<file path="src/rtl/bw_seq_mult.sv">
// Iterative signed Baugh-Wooley multiplier: one partial-product row per clock, 2N-bit product.
// Optional BW_EARLY_ZERO_EN: a zero operand at accept completes on the accept edge with p=0.
module bw_seq_mult #(
   parameter int N = 5
) (
   input  logic           clk,
   input  logic           rs,
   input  logic           start,
   input  logic [N-1:0]   a,
   input  logic [N-1:0]   b,
   output logic           busy,
   output logic           done,
   output logic [2*N-1:0] p
);

   localparam int unsigned IW = $clog2(N);
   localparam logic [IW-1:0] LAST = IW'(N - 1);
   // Baugh-Wooley correction constant folded into the accumulator seed.
   localparam logic [2*N-1:0] ACC_INIT = ((2*N)'(1) << N) | ((2*N)'(1) << (2*N - 1));

   typedef enum logic [1:0] {
      IDLE,
      RUN,
      DONE
   } state_t;

   state_t         state;
   logic [N-1:0]   a_r;
   logic [N-1:0]   b_r;
   logic [IW-1:0]  idx;
   logic [2*N-1:0] acc;

   logic [N-1:0]   pp;
   logic [N-1:0]   row;
   logic [2*N-1:0] addend;
   logic [2*N-1:0] acc_next;

   // Sign-weighted terms are inverted; on the last row the roles swap.
   always_comb begin
      pp = a_r & {N{b_r[idx]}};
      if (idx == LAST)
         row = {pp[N-1], ~pp[N-2:0]};
      else
         row = {~pp[N-1], pp[N-2:0]};
      addend   = {{N{1'b0}}, row} << idx;
      acc_next = acc + addend;
   end

   always_ff @(posedge clk) begin
      if (rs) begin
         state <= IDLE;
         busy  <= 1'b0;
         done  <= 1'b0;
         p     <= '0;
         idx   <= '0;
         acc   <= '0;
         a_r   <= '0;
         b_r   <= '0;
      end else begin
         case (state)
            IDLE, DONE: begin
               done <= 1'b0;
               if (start) begin
                  a_r <= a;
                  b_r <= b;
                  acc <= ACC_INIT;
                  idx <= '0;
`ifdef BW_EARLY_ZERO_EN
                  if ((a == '0) || (b == '0)) begin
                     p     <= '0;
                     done  <= 1'b1;
                     state <= DONE;
                  end else begin
                     busy  <= 1'b1;
                     state <= RUN;
                  end
`else
                  busy  <= 1'b1;
                  state <= RUN;
`endif
               end else begin
                  state <= IDLE;
               end
            end
            RUN: begin
               acc <= acc_next;
               if (idx == LAST) begin
                  p     <= acc_next;
                  busy  <= 1'b0;
                  done  <= 1'b1;
                  state <= DONE;
               end else begin
                  idx <= idx + IW'(1);
               end
            end
            default: state <= IDLE;
         endcase
      end
   end

endmodule

</file>
<file path="config.mk">
export PLATFORM = sky130hd
export DESIGN_NAME = bw_seq_mult
export DESIGN_NICKNAME = d
export VERILOG_FILES = /design/src/rtl/bw_seq_mult.sv
export SDC_FILE = /design/constraint.sdc
export NUM_CORES = 1
export LEC_CHECK = 0
export BUFFER_PORTS_ARGS = -buffer_cell sky130_fd_sc_hd__buf_2
export CORE_ASPECT_RATIO = 1.2
export CORE_MARGIN = 10
export CORE_UTILIZATION = 46
export CTS_CLUSTER_SIZE = 10
export DETAILED_ROUTE_END_ITERATION = 8
export HOLD_SLACK_MARGIN = 0.08
export MAX_ROUTING_LAYER = met4
export PLACE_DENSITY_LB_ADDON = 0.12
export SLEW_MARGIN = 25
export SYNTH_ARGS = -nofsm -noshare
export SYNTH_HDL_FRONTEND = slang
export SYNTH_SLANG_ARGS = --single-unit
export TNS_END_PERCENT = 20
</file>
<file path="constraint.sdc">
create_clock -name clk -period 3 [get_ports clk]
set_input_delay 0.75 -clock clk [delete_from_list [all_inputs] [get_ports clk]]
set_output_delay 0.75 -clock clk [all_outputs]
set_load 0.03 [all_outputs]
</file>
* After elaboration in Yosys (flattened, before gate mapping)
Cells that the tools add are included.
** Storage, ports and cells
- Register bits after elaboration :: 37
- Latch bits :: 0
- RAM bits :: 0
- Memory bits (read-only) :: 0
- Input port bits :: 13
- Output and inout port bits :: 12
- Logic and storage cells :: 46
- Memories kept :: 0
** Operators by class
- Add/subtract/negate cells :: 2
- Multipliers :: 0
- Div/mod/pow operators :: 0
- Magnitude comparators :: 1
- Equality and inequality tests :: 6
- Shifts and indexed selects :: 1
- Muxes and demuxes :: 16
- Bitwise operators :: 3
- Reduce and logical (&&, ||, !) cells :: 9
** Operator list (count)
- case mux 10 bit (2 select lines) :: 1
- adder 10 bit :: 1
- two-way mux 10 bit :: 1
- left shift 5 x 3 -> 10 bit :: 1
- AND reduction 2 bit :: 4
- two-way mux 3 bit :: 2
- inequality test 2 bit, second input constant :: 3
- case mux 3 bit (2 select lines) :: 1
- AND reduction 3 bit :: 2
- bitwise AND 5 bit :: 1
- two-way mux 1 bit :: 5
- two-way mux 5 bit :: 1
- less-than comparator 3 x 4 -> 1 bit, second input constant :: 1
- NOT 4 bit :: 1
- case mux 1 bit (2 select lines) :: 2
- case mux 2 bit (2 select lines) :: 1
- adder 3 x 1 -> 3 bit, second input constant :: 1
- binary-select mux 1 bit (select 3 bit) :: 1
- == test 3 bit, second input constant :: 1
- == test 2 x 1 -> 1 bit, second input constant :: 1
- == test 2 bit, second input constant :: 1
- logical NOT 2 bit :: 1
- two-way mux 2 bit :: 1
- nonzero test 2 bit :: 1
- 2 further kinds :: 2

* Logic depth before layout (Yosys ltp)
- Word-level depth :: 8
- Depth in mapped cells :: 16
- Depth with buffers taken out :: 14

* Least setup slack after synthesis
Ideal clock, no wire load.
- Path type :: reg2reg
- Start :: reg idx[1]
- End :: reg p[8]
- Setup time :: 122 ps
- Arrival time :: 3241 ps
- Path slack :: -363 ps
- Cell stages (with the launch flop) :: 17
- Clock period less this slack :: 3363 ps
- Path through :: dfxtp_1 buf_2 inv_1 ha_1 buf_2 nand2_1 a21o_1 a311o_1 nor3_1 ha_1 inv_1 fa_1 nor2b_4 o31a_1 o221a_4 nor4_1 a311o_1
** On the way
- Word-level cells in the longest chain between the ends :: 7
- Elaborated cells on any way between the ends :: 10
- Classes of those cells :: 1 x add/sub; 1 x eq/ne; 1 x shift; 3 x mux; 3 x bitwise; 1 x reduce/logical
** RTL lines
- start: declaration :: RTL line 30 : logic [IW-1:0] idx;
- start signal: assignment :: RTL line 93 : idx <= idx + IW'(1);
- binary-select mux 1 bit (select 3 bit) :: RTL line 40 : pp = a_r & {N{b_r[idx]}};
- two-way mux 1 bit (not written as such) :: RTL line 40
- bitwise AND 5 bit :: RTL line 40
- NOT 4 bit or NOT 1 bit (tied branches) :: RTL line 42, 44
- two-way mux 5 bit :: RTL line 41 : if (idx == LAST)
- left shift 5 x 3 -> 10 bit :: RTL line 45 : addend = {{N{1'b0}}, row} << idx;
- adder 10 bit :: RTL line 46 : acc_next = acc + addend;
- end signal: assignment :: RTL line 88 : p <= acc_next;
- end: declaration :: RTL line 13 : output logic [2*N-1:0] p
Parallel ways exist; a longest one is shown, timed or not. The select of a mux whose other input is x is not followed.
A chain may end at the register's enable or synchronous reset.

* Final worst setup path
- Start :: reg idx[2]
- End :: reg acc[8]
** On the way
- Word-level cells in the longest chain between the ends :: 8
- Elaborated cells on any way between the ends :: 10
- Classes of those cells :: 1 x add/sub; 1 x eq/ne; 1 x shift; 4 x mux; 3 x bitwise
** RTL lines
- binary-select mux 1 bit (select 3 bit) :: RTL line 40
- two-way mux 1 bit (not written as such) :: RTL line 40
- bitwise AND 5 bit :: RTL line 40
- NOT 4 bit or NOT 1 bit (tied branches) :: RTL line 42, 44
- two-way mux 5 bit :: RTL line 41
- left shift 5 x 3 -> 10 bit (*) :: RTL line 45
- adder 10 bit (*) :: RTL line 46
- case mux 10 bit (2 select lines) (*) :: RTL line 60 : case (state)
- end signal: assignment :: RTL line 86 : acc <= acc_next;
- end: declaration :: RTL line 31 : logic [2*N-1:0] acc;
Mark *: on every way between the ends. The rest lies on a longest branch, timed or not. The select of a mux whose other input is x is not followed.

==> flow_summary_export.csv <==
group,metric,value,unit
critical_path,cp_slowest_cell,"or4_1",
timing,maxSlewViolCount,0,
timing,whs,455,ps
placed_design,gp_congestion,0.872,
placed_design,dp_hpwl,4440,um
timing,fin_crit,3090,ps
synthesis,synth_edf_count,0,
route,drt-total-wl,6140,um
critical_path,worst_setup_path_start_kind,"flop",
clock_tree,clock_latency,300,ps
critical_path,slowest_delay,460,ps
critical_path,cp-end-kind,"flop",
synthesis,synth-xor-area-share,2.39,%
synthesis,syn-num-nets,302,
synthesis,synth_fa_ha_area_share,7.16,%
placed_design,io_buffers,24,
critical_path,cp.required,3240,ps
synthesis,synth_area,2200,um2
synthesis,ys_types,49,
route,vias,2212,
final_layout,syn2layout_area_growth,30.3,%
power_and_ir_drop,powerDensity,405,nW/um2
grt,grt_max_degree,35,
timing,setup_ws,-94.8,ps
grt,grt_pass1_wl,10100,um
critical_path,crit_arrival,3340,ps
clock_tree,clkTransAtPathRegs,80,ps
route,final_antenna_net_count,0,
synthesis,yosysWarnings,0,
synthesis,ys_seq_area_share,33.7,%
min_path,min_path_type,"reg2reg",
critical_path,r2r-end,"acc[8]$_SDFFE_PP0P_",
placed_design,dpl.cell_count,382,
power_and_ir_drop,p_leak,0.00122,uW
route,wl_per_cell,15.7,um
timing,rsz0062_at_grt,"true",
final_layout,n_fill_cell,402,
grt,overflow,0,
floorplan,start_util,47.6,%
critical_path,r2r_slack,-90,ps
clock_tree,htreeDepth,2,
critical_path,reg2reg_depth,10,
route,drtPass1Iterations,4,
floorplan,die-area,7960,um2
timing,final.setup_skew,4.19,ps
min_path,hp-start,"p[2]$_SDFFE_PP0P_",
clock_tree,cts_buffer_depth,2,
final_layout,nets,357,
timing,setup_viol,3,
synthesis,synth-simple-area-share,23.0,%
grt,grt_pass1_vias,2085,
synthesis,synthArstFlopShare,0,%
synthesis,synth_compound_area_share,24.8,%
power_and_ir_drop,ir_worst_vdd,0.000238,V
critical_path,cp_top_family,"compound AO/OA/AOI/OAI gates",
final_layout,diodes,0,
synthesis,syn_avg_cell_area,7.95,um2
grt,antenna_found_initial,0,
route,vias_per_cell,5.66,
synthesis,ys.flop_type,"dfxtp_1",
critical_path,r2r-start,"idx[2]$_SDFFE_PP0P_",
job,max_cap_viol_count,0,
floorplan,coreArea,4630,um2
timing,finalCritPeriodShare,103,%
final_layout,fin_cells,391,
clock_tree,clock-sinks,37,
route,drc_errors,0,
synthesis,netlist_instances,277,
grt,gr-usage-all-layers,15.7,%
clock_tree,cts_tree,"done",
floorplan,die_h,95.8,um
run_status,violations,"negative setup slack",
floorplan,io_pins,25,
clock_tree,root_buffer,"clkbuf_8",
critical_path,path_buf_inv,1,
route,drt_iter0_markers,107,
timing,fmax,323,MHz
floorplan,die_w,83.1,um
min_path,min_delay_path_depth,2,
synthesis,synthMuxAreaShare,4.83,%
synthesis,synth_top_family_by_area,"compound AO/OA/AOI/OAI gates",
critical_path,worstSetupPathType,"reg2reg",
floorplan,num_rows,27,
timing,relSlewSlack,52.0,%
clock_tree,cts_buffers,5,
timing,tightest_slew,719,ps
critical_path,crit_fanout,4,
run_status,status,"complete, but fails checks",
timing,hold_violations,0,
critical_path,path_cells,"mux2_2, a311o_1, a31oi_2, o21ai_0, ha_1, buf_4, o21a_1, o221a_4, or4_1, nand3_1",
synthesis,ys_seq_elements,37,
final_layout,drive_gt1_share,30.0,%
min_path,hold-path-endpoint,"p[2]$_SDFFE_PP0P_",
==> power breakdown <==
| part | internal (uW) | leakage [uW] | switching, uW |
|---|---|---|---|
| Sequential | 508 | 0.000303 | 17.7 |
| Clock | 212 | 0.0000549 | 194 |
| Combinational | 105 | 0.000866 | 124 |
==> registers in the layout, summed over array words and instances, names as in the netlist <==
| name | cells |
|---|---|
| done | 1 |
| b_r | 5 |
| a_r | 5 |
| acc | 10 |
| busy | 1 |
| idx | 3 |
| p | 10 |
| state | 2 |
==> worst max-delay path by stage <==
stage	from	slack, ps	cells after the start	end
after floorplan	idx[1]$_SDFFE_PP0P_	-60	14	p[9]$_SDFFE_PP0P_
after global placement	idx[0]$_SDFFE_PP0P_	-50	13	p[9]$_SDFFE_PP0P_
after detailed placement	idx[0]$_SDFFE_PP0P_	-170	13	p[9]$_SDFFE_PP0P_
after CTS	idx[0]$_SDFFE_PP0P_	-50	14	acc[9]$_SDFFE_PP0P_
after global routing	idx[0]$_SDFFE_PP0P_	-210	13	acc[8]$_SDFFE_PP0P_
final	idx[2]$_SDFFE_PP0P_	-90	10	acc[8]$_SDFFE_PP0P_
==> metrics by stage <==
step | setup TNS (ps) | power, uW | util, % | cell area (um2) | setup slack [ps]
finish | -199 | 1160 | 62.0 | 2870 | -94.8
global route | -1120 | 1210 | 62.0 | 2870 | -207
CTS | -202 | 1160 | 60.5 | 2800 | -54.8
detailed placement | -350 | 750 | 57.5 | 2660 | -167
global placement | -94.2 | 748 | 57.5 | 2660 | -46.5
floorplan | -60.3 | 672 | - | 2260 | -60.3
==> Yosys cell counts, drive strengths merged (2+ instances only) <==
library cell | instances | area [um2]
o211ai | 4 | 30.0
clkbuf | 10 | 37.5
a21o | 3 | 22.5
nor2 | 19 | 71.3
mux2i | 5 | 50.1
a211oi | 5 | 37.5
and3 | 2 | 12.5
nand2 | 49 | 184
a311o | 4 | 40.0
a2111oi | 3 | 26.3
nand3 | 9 | 45.0
ha | 11 | 138
o21ai | 8 | 40.0
mux2 | 3 | 33.8
nand4 | 3 | 18.8
nor4 | 2 | 12.5
xor2 | 4 | 35.0
dfxtp | 37 | 741
nor3 | 6 | 35.0
nor2b | 5 | 38.8
inv | 9 | 33.8
o21a | 6 | 45.0
o31ai | 3 | 22.5
a22oi | 4 | 30.0
buf | 4 | 18.8
nand2b | 6 | 37.5
xnor2 | 2 | 17.5
a21oi | 32 | 160
o22ai | 2 | 12.5
==> final cells by class <==
class	instances	area (um2)	area share [%]
Clock inverter	1	8.76	0.305
Timing Repair Buffer	62	409	14.3
Multi-Input combinational cell	217	1490	52.0
Tap cell	58	72.6	2.53
Inverter	9	41.3	1.44
Sequential cell	37	748	26.1
Clock buffer	7	96.3	3.36
==> what timing repair did <==
item                                    4_1_cts  5_1_grt
hold buffers                                  0        0
gates resized for setup                      11       12
pin swaps                                     3        8
endpoints found under the setup margin        6       12
buffers inserted                              0        1
endpoints found under the hold margin         0        0
==> logic make-up (layout without fill, tap and decap cells) <==
family	Yosys count	in the layout
AND/OR/NAND/NOR	108	108
flip-flops	37	37
adder cells (fa/ha/maj)	12	12
XOR/XNOR	6	6
buffers and inverters	23	79
multiplexers	9	9
AO/OA/AOI/OAI	82	82
==> placed cells by master (no fill, tap or decap), types with 4 or more instances in the layout <==
| cell | count |
|---|---|
| buf_4 | 37 |
| mux2i_1 | 4 |
| nand3_1 | 9 |
| a21oi_1 | 30 |
| o21ai_0 | 6 |
| clkbuf_8 | 7 |
| a211oi_1 | 4 |
| inv_1 | 6 |
| nor2_1 | 19 |
| nand2b_1 | 4 |
| buf_2 | 24 |
| o211ai_1 | 4 |
| xor2_1 | 4 |
| o21a_1 | 6 |
| a311o_1 | 4 |
| nand2_1 | 47 |
| ha_1 | 8 |
| a22oi_1 | 4 |
| nor3_1 | 4 |
| nor2b_1 | 4 |
| dfxtp_1 | 35 |
==> tightest hold or removal path, cell delays in order (launching register included) <==
cell and delay [ps]:
dfxtp_1 310, nand2_1 50, a21oi_1 50
==> routing by layer <==
| layer | global-route usage (%) | up-vias | part of all wire [%] |
|---|---|---|---|
| met5 | - | - | 0 |
| met1 | 17.8 | 1054 | 44 |
| met4 | 7.67 | 0 | 2.9 |
| li1 | - | 1110 | - |
| met2 | 26.5 | 36 | 50 |
| met3 | 2.79 | 12 | 2.7 |
Note: power is estimated with default switching activity, not from simulation.
